### config.mk
export PLATFORM = sky130hd
export DESIGN_NAME = uc_multiciclo_param
export DESIGN_NICKNAME = d
export VERILOG_FILES = /design/src/rtl/uc_pkg.sv /design/src/rtl/dec_onehot.sv /design/src/rtl/uc_multiciclo_param.sv
export SDC_FILE = /design/constraint.sdc
export NUM_CORES = 1
export LEC_CHECK = 0
export ABC_AREA = 1
export BUFFER_PORTS_ARGS = -buffer_cell sky130_fd_sc_hd__buf_2
export CORE_ASPECT_RATIO = 0.8
export CORE_MARGIN = 2
export CORE_UTILIZATION = 44
export DETAILED_ROUTE_END_ITERATION = 8
export PLACE_DENSITY = 0.84
export SETUP_SLACK_MARGIN = 0.5
export SLEW_MARGIN = 20
export SYNTH_ARGS = -nofsm -noshare
export SYNTH_HDL_FRONTEND = slang
export SYNTH_SLANG_ARGS = --single-unit
### constraint.sdc
create_clock -name Clock -period 1.4 [get_ports Clock]
set_input_delay 0.28 -clock Clock [delete_from_list [all_inputs] [get_ports Clock]]
set_output_delay 0.28 -clock Clock [all_outputs]
set_load 0.005 [all_outputs]
### src/rtl/uc_pkg.sv
`default_nettype none
// ============================================================================
// Module      : uc_pkg
// Description : Shared definitions for the multi-cycle control unit: opcode
//               encodings, FSM state type and the illegal-opcode predicate.
// Revision    : 1.0 - initial release
// ============================================================================
package uc_pkg;

    localparam logic [2:0] OP_ADD  = 3'b000;
    localparam logic [2:0] OP_SUB  = 3'b001;
    localparam logic [2:0] OP_NAND = 3'b010;
    localparam logic [2:0] OP_OUT  = 3'b100;
    localparam logic [2:0] OP_LDI  = 3'b101;
    localparam logic [2:0] OP_REP  = 3'b111;

    typedef enum logic [1:0] {
        IDLE = 2'd0,
        T1   = 2'd1,
        T2   = 2'd2,
        T3   = 2'd3
    } state_t;

    // 011 and 110 are the two unassigned encodings.
    function automatic logic is_illegal(input logic [2:0] op);
        return (op == 3'b011) || (op == 3'b110);
    endfunction

endpackage
`default_nettype wire

### src/rtl/dec_onehot.sv
`default_nettype none
// ============================================================================
// Module      : dec_onehot
// Description : Index to one-hot decoder with enable; output is all-zero
//               when the enable is low.
// Ports       : i_idx    - bit index to set
//               i_en     - decode enable
//               o_onehot - N-bit one-hot (or zero) vector
// Revision    : 1.0 - initial release
// ============================================================================
module dec_onehot #(
    parameter int N     = 8,
    parameter int IDX_W = (N > 1) ? $clog2(N) : 1
) (
    input  logic [IDX_W-1:0] i_idx,
    input  logic             i_en,
    output logic [N-1:0]     o_onehot
);

    genvar i;
    generate
        for (i = 0; i < N; i++) begin : g_bit
            assign o_onehot[i] = i_en && (i_idx == IDX_W'(i));
        end
    endgenerate

endmodule
`default_nettype wire

### src/rtl/uc_multiciclo_param.sv
`default_nettype none
// ============================================================================
// Module      : uc_multiciclo_param
// Description : Parametrised multi-cycle control unit for the accumulator
//               datapath. A Run request in IDLE latches the instruction into
//               IR; the FSM then walks T1..T3 as the opcode needs and pulses
//               Done in the final step. All control outputs are Moore-decoded
//               from the registered state and IR.
// Ports       : Clock, Reset (sync, active-high), Run, Iin  - inputs
//               Done, Busy, OpSelect, RegNumSelect, Imediato,
//               Aenable, Renable, Rselect, Iselect, OutEnable,
//               Illegal, RegEnable (one-hot)                - outputs
// Revision    : 1.0 - initial release
// ============================================================================
module uc_multiciclo_param
    import uc_pkg::*;
#(
    parameter int INSTR_W  = 16,
    parameter int NREG     = 8,
    parameter int REG_BITS = $clog2(NREG),
    parameter int IMM_W    = INSTR_W - 3 - REG_BITS
) (
    input  logic                Clock,
    input  logic                Reset,
    input  logic                Run,
    input  logic [INSTR_W-1:0]  Iin,
    output logic                Done,
    output logic                Busy,
    output logic [2:0]          OpSelect,
    output logic [REG_BITS-1:0] RegNumSelect,
    output logic [IMM_W-1:0]    Imediato,
    output logic                Aenable,
    output logic                Renable,
    output logic                Rselect,
    output logic                Iselect,
    output logic                OutEnable,
    output logic                Illegal,
    output logic [NREG-1:0]     RegEnable
);

    state_t               r_state;
    logic [INSTR_W-1:0]   r_ir;

    logic [2:0]           w_op;
    logic [REG_BITS-1:0]  w_rx;
    logic [REG_BITS-1:0]  w_ry;
    logic [IMM_W-1:0]     w_imm;
    logic                 w_illegal;
    logic                 w_wr_en;

    assign w_op      = r_ir[INSTR_W-1 -: 3];
    assign w_rx      = r_ir[INSTR_W-4 -: REG_BITS];
    assign w_ry      = r_ir[INSTR_W-4-REG_BITS -: REG_BITS];
    assign w_imm     = r_ir[IMM_W-1:0];
    assign w_illegal = is_illegal(w_op);

    // State and instruction register. Iin is only looked at in IDLE.
    always_ff @(posedge Clock) begin
        if (Reset) begin
            r_state <= IDLE;
            r_ir    <= '0;
        end else begin
            case (r_state)
                IDLE: begin
                    if (Run) begin
                        r_ir    <= Iin;
                        r_state <= T1;
                    end
                end
                T1: begin
                    if (w_illegal || (w_op == OP_LDI))
                        r_state <= IDLE;
                    else
                        r_state <= T2;
                end
                T2: begin
                    if (w_op == OP_OUT)
                        r_state <= IDLE;
                    else
                        r_state <= T3;
                end
                T3:      r_state <= IDLE;
                default: r_state <= IDLE;
            endcase
        end
    end

    // Moore output decode: everything defaults to 0 and is raised only in the
    // state/opcode combinations that need it.
    always_comb begin
        Done         = 1'b0;
        Busy         = (r_state != IDLE);
        OpSelect     = (r_state != IDLE) ? w_op : 3'b000;
        RegNumSelect = '0;
        Imediato     = '0;
        Aenable      = 1'b0;
        Renable      = 1'b0;
        Rselect      = 1'b0;
        Iselect      = 1'b0;
        OutEnable    = 1'b0;
        Illegal      = 1'b0;
        w_wr_en      = 1'b0;

        case (r_state)
            IDLE: ;
            T1: begin
                if (w_illegal) begin
                    Illegal = 1'b1;
                    Done    = 1'b1;
                end else if (w_op == OP_LDI) begin
                    Iselect  = 1'b1;
                    Imediato = w_imm;
                    w_wr_en  = 1'b1;
                    Done     = 1'b1;
                end else if (w_op == OP_REP) begin
                    // rep copies rY into rX, so A is loaded from rY.
                    Aenable      = 1'b1;
                    RegNumSelect = w_ry;
                end else begin
                    Aenable      = 1'b1;
                    RegNumSelect = w_rx;
                end
            end
            T2: begin
                if (w_op == OP_OUT) begin
                    OutEnable = 1'b1;
                    Done      = 1'b1;
                end else begin
                    // rep relies on the ALU passing A through for op 111,
                    // so no second operand is selected.
                    Renable = 1'b1;
                    if (w_op != OP_REP)
                        RegNumSelect = w_ry;
                end
            end
            T3: begin
                Rselect = 1'b1;
                w_wr_en = 1'b1;
                Done    = 1'b1;
            end
            default: ;
        endcase
    end

    // Destination is always rX; the enable gates the whole vector to zero.
    dec_onehot #(
        .N     (NREG),
        .IDX_W (REG_BITS)
    ) u_dec_onehot (
        .i_idx    (w_rx),
        .i_en     (w_wr_en),
        .o_onehot (RegEnable)
    );

endmodule
`default_nettype wire

; ---- Word level (Yosys, flattened, before mapping)
; Index checks and enable logic that the tools add are counted.
; W data, S select, Z words.
[op_classes]
addsub = 0
n_mul = 0
div = 0
n_lt_le_gt_ge = 0
n_eq_ne = 17
shifts = 0
n_mux = 30
bitwise_logic = 0
n_reduce_logical = 14
[ops]
columns = operator, n
row1 = $mux W10, 3
row2 = $eq A3 B3 Y1 const B, 8
row3 = $mux W3, 6
row4 = $mux W1, 14
row5 = $eq A3 B2 Y1 const B, 3
row6 = $logic_and A1 B1 Y1, 8
row7 = $pmux W2 S4, 1
row8 = $mux W2, 3
row9 = $pmux W3 S2, 1
row10 = $eq A2 B2 Y1 const B, 2
row11 = $eq A3 B1 Y1 const B, 1
row12 = $logic_not A3 Y1, 1
row13 = $ne A3 B3 Y1 const B, 1
row14 = $pmux W1 S3, 1
row15 = $eq A2 B1 Y1 const B, 1
row16 = $logic_not A2 Y1, 1
row17 = $logic_or A1 B1 Y1, 2
row18 = $ne A2 B2 Y1 const B, 1
row19 = $pmux W1 S2, 1
row20 = $reduce_and A2 Y1, 1
row21 = $reduce_bool A2 Y1, 1
[totals]
ff_bits = 18
latchBits = 0
ram_bits = 0
rom_bits = 0
inputBits = 19
out_inout_bits = 32
mem_count = 0

; ---- Longest topological paths before layout
[depth]
ltp_word = 5
mapped_depth = 8

; ---- Cells and area by module
; A second synthesis with hierarchy kept.
[unflattened]
hier_cells = 157
area_unflattened_um2 = 1004.7
[by_module_without_submodules]
columns = mod, instances, cells_each, area_each_um2
row1 = uc_multiciclo_param, 1, 140, 940.9
row2 = dec_onehot, 1, 17, 63.8

; ---- Least setup slack after synthesis
; Ideal clock, no wire load.
[synth_path]
path_type = register to output
startpoint = register r_state[1]
endpoint = output port RegNumSelect[0]
arrival_time_ps = 1024
setup_slack_ps = 96
path_stages_with_launch = 9
n_path_buf = 0
cell_sequence = dfxtp_1 -> inv_1 -> ha_1 -> inv_1 -> nor2_1 -> nand2_1 -> inv_1 -> nand2_1 -> a21oi_1
[synth_between]
elab_chain_cells = 2
elab_cells_between_ends = 3
classes_between = eq/ne (2) / mux (1)
[synth_lines]
columns = element, line
row1 = "start, declared", uc_multiciclo_param.sv:41  ; state_t r_state;
row2 = "start signal, assigned", uc_multiciclo_param.sv:60  ; r_state <= IDLE;
row3 = "start signal, assigned", uc_multiciclo_param.sv:67  ; r_state <= T1;
row4 = "start signal, assigned", uc_multiciclo_param.sv:72  ; r_state <= IDLE;
row5 = $eq A2 B2 Y1 / $eq A2 B1 Y1 (equally long branches), uc_multiciclo_param.sv:104  ; case (r_state)
row6 = $pmux W3 S2 (*), uc_multiciclo_param.sv:104
row7 = "end, declared", uc_multiciclo_param.sv:30  ; output logic [REG_BITS-1:0] RegNumSelect,
; Every way passes the cells marked *; elsewhere a longest branch is shown, timed or not.

; ---- Worst setup path in the final report
[layout_path]
startpoint = register r_ir[15]
endpoint = output port RegEnable[4]
[layout_between]
elab_chain_cells = 5
elab_cells_between_ends = 8
classes_between = eq/ne (3) / mux (3) / reduce/logical (2)
[layout_lines]
columns = element, line
row1 = "start, declared", uc_multiciclo_param.sv:42  ; logic [INSTR_W-1:0] r_ir;
row2 = "start signal, assigned", uc_multiciclo_param.sv:66  ; r_ir <= Iin;
row3 = "$eq A3 B3 Y1, or another cell as far along", uc_multiciclo_param.sv:110  ; end else if (w_op == OP_LDI) begin
row4 = $mux W1 / $logic_or A1 B1 Y1 (equally long branches), "uc_multiciclo_param.sv:110, uc_pkg.sv:26"
row5 = $mux W1 (*), uc_multiciclo_param.sv:107  ; if (w_illegal) begin
row6 = $pmux W1 S2 (*), uc_multiciclo_param.sv:104
row7 = $logic_and A1 B1 Y1 (*), dec_onehot.sv:23  ; assign o_onehot[i] = i_en && (i_idx == IDX_W'(i));
row8 = "end, declared", uc_multiciclo_param.sv:38  ; output logic [NREG-1:0] RegEnable
; Marks and branches as above.

==> flow_summary.ini <==
[critical_path]
max_stage_delay_ns = 0.38
crit_arrival_ns = 1.67
start_kind = flip-flop
end_kind = output port
crit_chain = nand2_2 -> nor2_2 -> nand2_1 -> nand2_2 -> nand2_2 -> nor2_1 -> buf_2
crit_slowest_cell = dfxtp_2
required_ns = 1.12
cp_max_fo = 4
cpMostUsedCell = nand2_2
worstSetupPathType = flip-flop to output port

[sta]
rsz0062_at_grt = yes
fin_tns_setup_ns = -11.53
max_freq_mhz = 512
slew_viol_final = 0
clock_skew_ns = 0.00105
fin_crit_ns = 1.95
hold_violations = 0
relSlewSlack_pct = 65.4
worst_slack_ns = -0.554
fin_hold_ws_ns = 0.263
fin_crit_sh_pct = 140
worst_pin_slew_ns = 0.519
setup_violations = 46

[placed_design]
numPortBuffers = 50
place_hpwl_mm = 1.98
place.gp.congestion = 0.846

[yosys]
ys_types = 17
synth_mux_area_share_pct = 0
netlist_instances = 152
yosys_warnings = 0
yosys.area.top_type_share_pct = 35.9
synthAdderAreaFrac_pct = 4.98
synth_top_family_by_area = simple AND/OR/NAND/NOR gates
synth_xor_area_share_pct = 0
ys_seq_area_share_pct = 35.9
syn-mean-instance-area_sq_um = 6.61
synth.largest_area_cell = dfxtp_1
synth_compound_area_share_pct = 16.2
synthSimpleGateAreaFrac_pct = 30.4
syn_area_sq_mm = 0.00100
synth.top_cells.by_area = dfxtp_1 (36%), nor2_1 (16%), a211oi_1 (13%)
ys_seq_elements = 18
synth_nets = 175

[finish]
mostFrequentLayoutCell = buf_2
seq_area_sq_um = 372
nNetsFinal = 241
area_delta_synth_final_pct = 79.2
layout_common_cells = buf_2 (50), nor2_1 (20), inv_1 (18)
drive_above_1_share_pct = 68.2
n_antenna_cell = 0
fillers = 129
fin_util_pct = 83.4
multiInputGateArea_sq_um = 800

[floorplanning]
die_height_microns = 46.7
ioPinCount = 51
rows = 15
dieWidth_microns = 57.4
core_region_area_sq_mm = 0.00216
dieArea_sq_mm = 0.00268
initial_core_util_pct = 46.6

[grt]
overflow = 0
antenna_found_initial = 0
grt_pass1_wl_mm = 4.87
grt_pass1_vias = 1073
grt_usage_pct = 24.5
grt_max_degree = 19

[clock_tree]
cts_root_buffer = clkbuf_4
clkLatencyLatePin_ns = 0.29
cts_num_sinks = 18
hold_buffers = 0
h-tree-depth = 1
numCtsBuffers = 3
clk_pin_slew_worst_paths_ns = 0.10
cts_tree = done
clk_path_buf_depth = 2

[detailed_routing]
vias = 1344
drt_pre_antenna_iters = 4
drt_first_iter_violations = 109
ant_nets = 0
via_per_inst = 5.55
drcViolationCount = 0
wire_per_inst_microns = 17.4
routed_wl_mm = 4.20

[outcome]
status = complete, but fails checks
violations = negative setup slack

[power_and_ir_drop]
fin_total_pwr_mw = 1.78
p_leak_nw = 0.816
ir_drop_mv = 0.986
p_per_area_mw_per_mm2 = 990

[run]
cap_violations = 0

[hold_path]
hold_path.class = input pin to flip-flop
synth_stat cells (all sizes together):
master and count:
a211oi 17, a21oi 4, buf 5, clkbuf 1, dfxtp 18, ha 4, inv 26, nand2 25
nand3 2, nor2 45, nor3 2, o21ai 3
worst max-delay path: cells and delay by family (launching register included):
kind / cells / cell delay, ns
buffers and inverters: 1 / 0.15
and+or+nand+nor: 6 / 0.85
DFF: 1 / 0.38
metal layers:
metal / share of wire, % / GRT usage (%) / vias to the layer above
met1: 39 / 30.0 / 623
met3: 7.6 / 3.58 / 24
met2: 49 / 42.3 / 87
met5: 0 / 0 / -
li1: - / - / 610
met4: 4.9 / 14.9 / 0
cells by family after synthesis:
logic type	after synthesis
compound gates	24
fa+ha+maj	4
buf+inv	32
flops	18
simple gates	74
metrics by stage:
step | instances | cell area [sq um] | setup WS (ns)
global placement | 225 | 1350 | 0.0373
finish | 242 | 1800 | -0.554
global route | 242 | 1800 | -0.566
floorplan | 152 | 1070 | 0.161
detailed placement | 225 | 1350 | -0.0117
CTS | 237 | 1540 | -0.316
flip-flops by register name, summed over array words and instances (netlist names):
name and flops:
r_ir 16, r_state 2
where the power goes:
| part | internal (mW) | switching [mW] |
|---|---|---|
| Sequential | 0.587 | 0.0611 |
| Combinational | 0.361 | 0.453 |
| Clock | 0.158 | 0.163 |
| Total | 1.11 | 0.677 |
timing repair:
item | in CTS | in global routing
pin swaps | 10 | 8
resized for setup | 16 | 55
gates cloned | 2 | 1
setup buffers | 6 | 4
setup endpoints to repair | 50 | 50
final cells by class:
cell class	instances	area share, %
well taps	25	1.74
inverters	26	5.70
multi-input cells	102	44.4
clock buffers	4	2.02
flip-flops and latches	18	20.6
repair buffers	67	25.5
path summary, 6_finish.rpt:
check / cells after the start / end / from / slack (ns)
worst max-delay path: 7 / RegEnable[4] / r_ir[15] / -0.55
worst min-delay path: 3 / r_ir[13] / Iin[13] / 0.26
worst max register to register: 7 / r_ir[14] / r_state[1] / -0.08
worst min register to register: 2 / r_ir[3] / r_ir[3] / 0.48
Note: power is estimated with default switching activity, not from simulation.
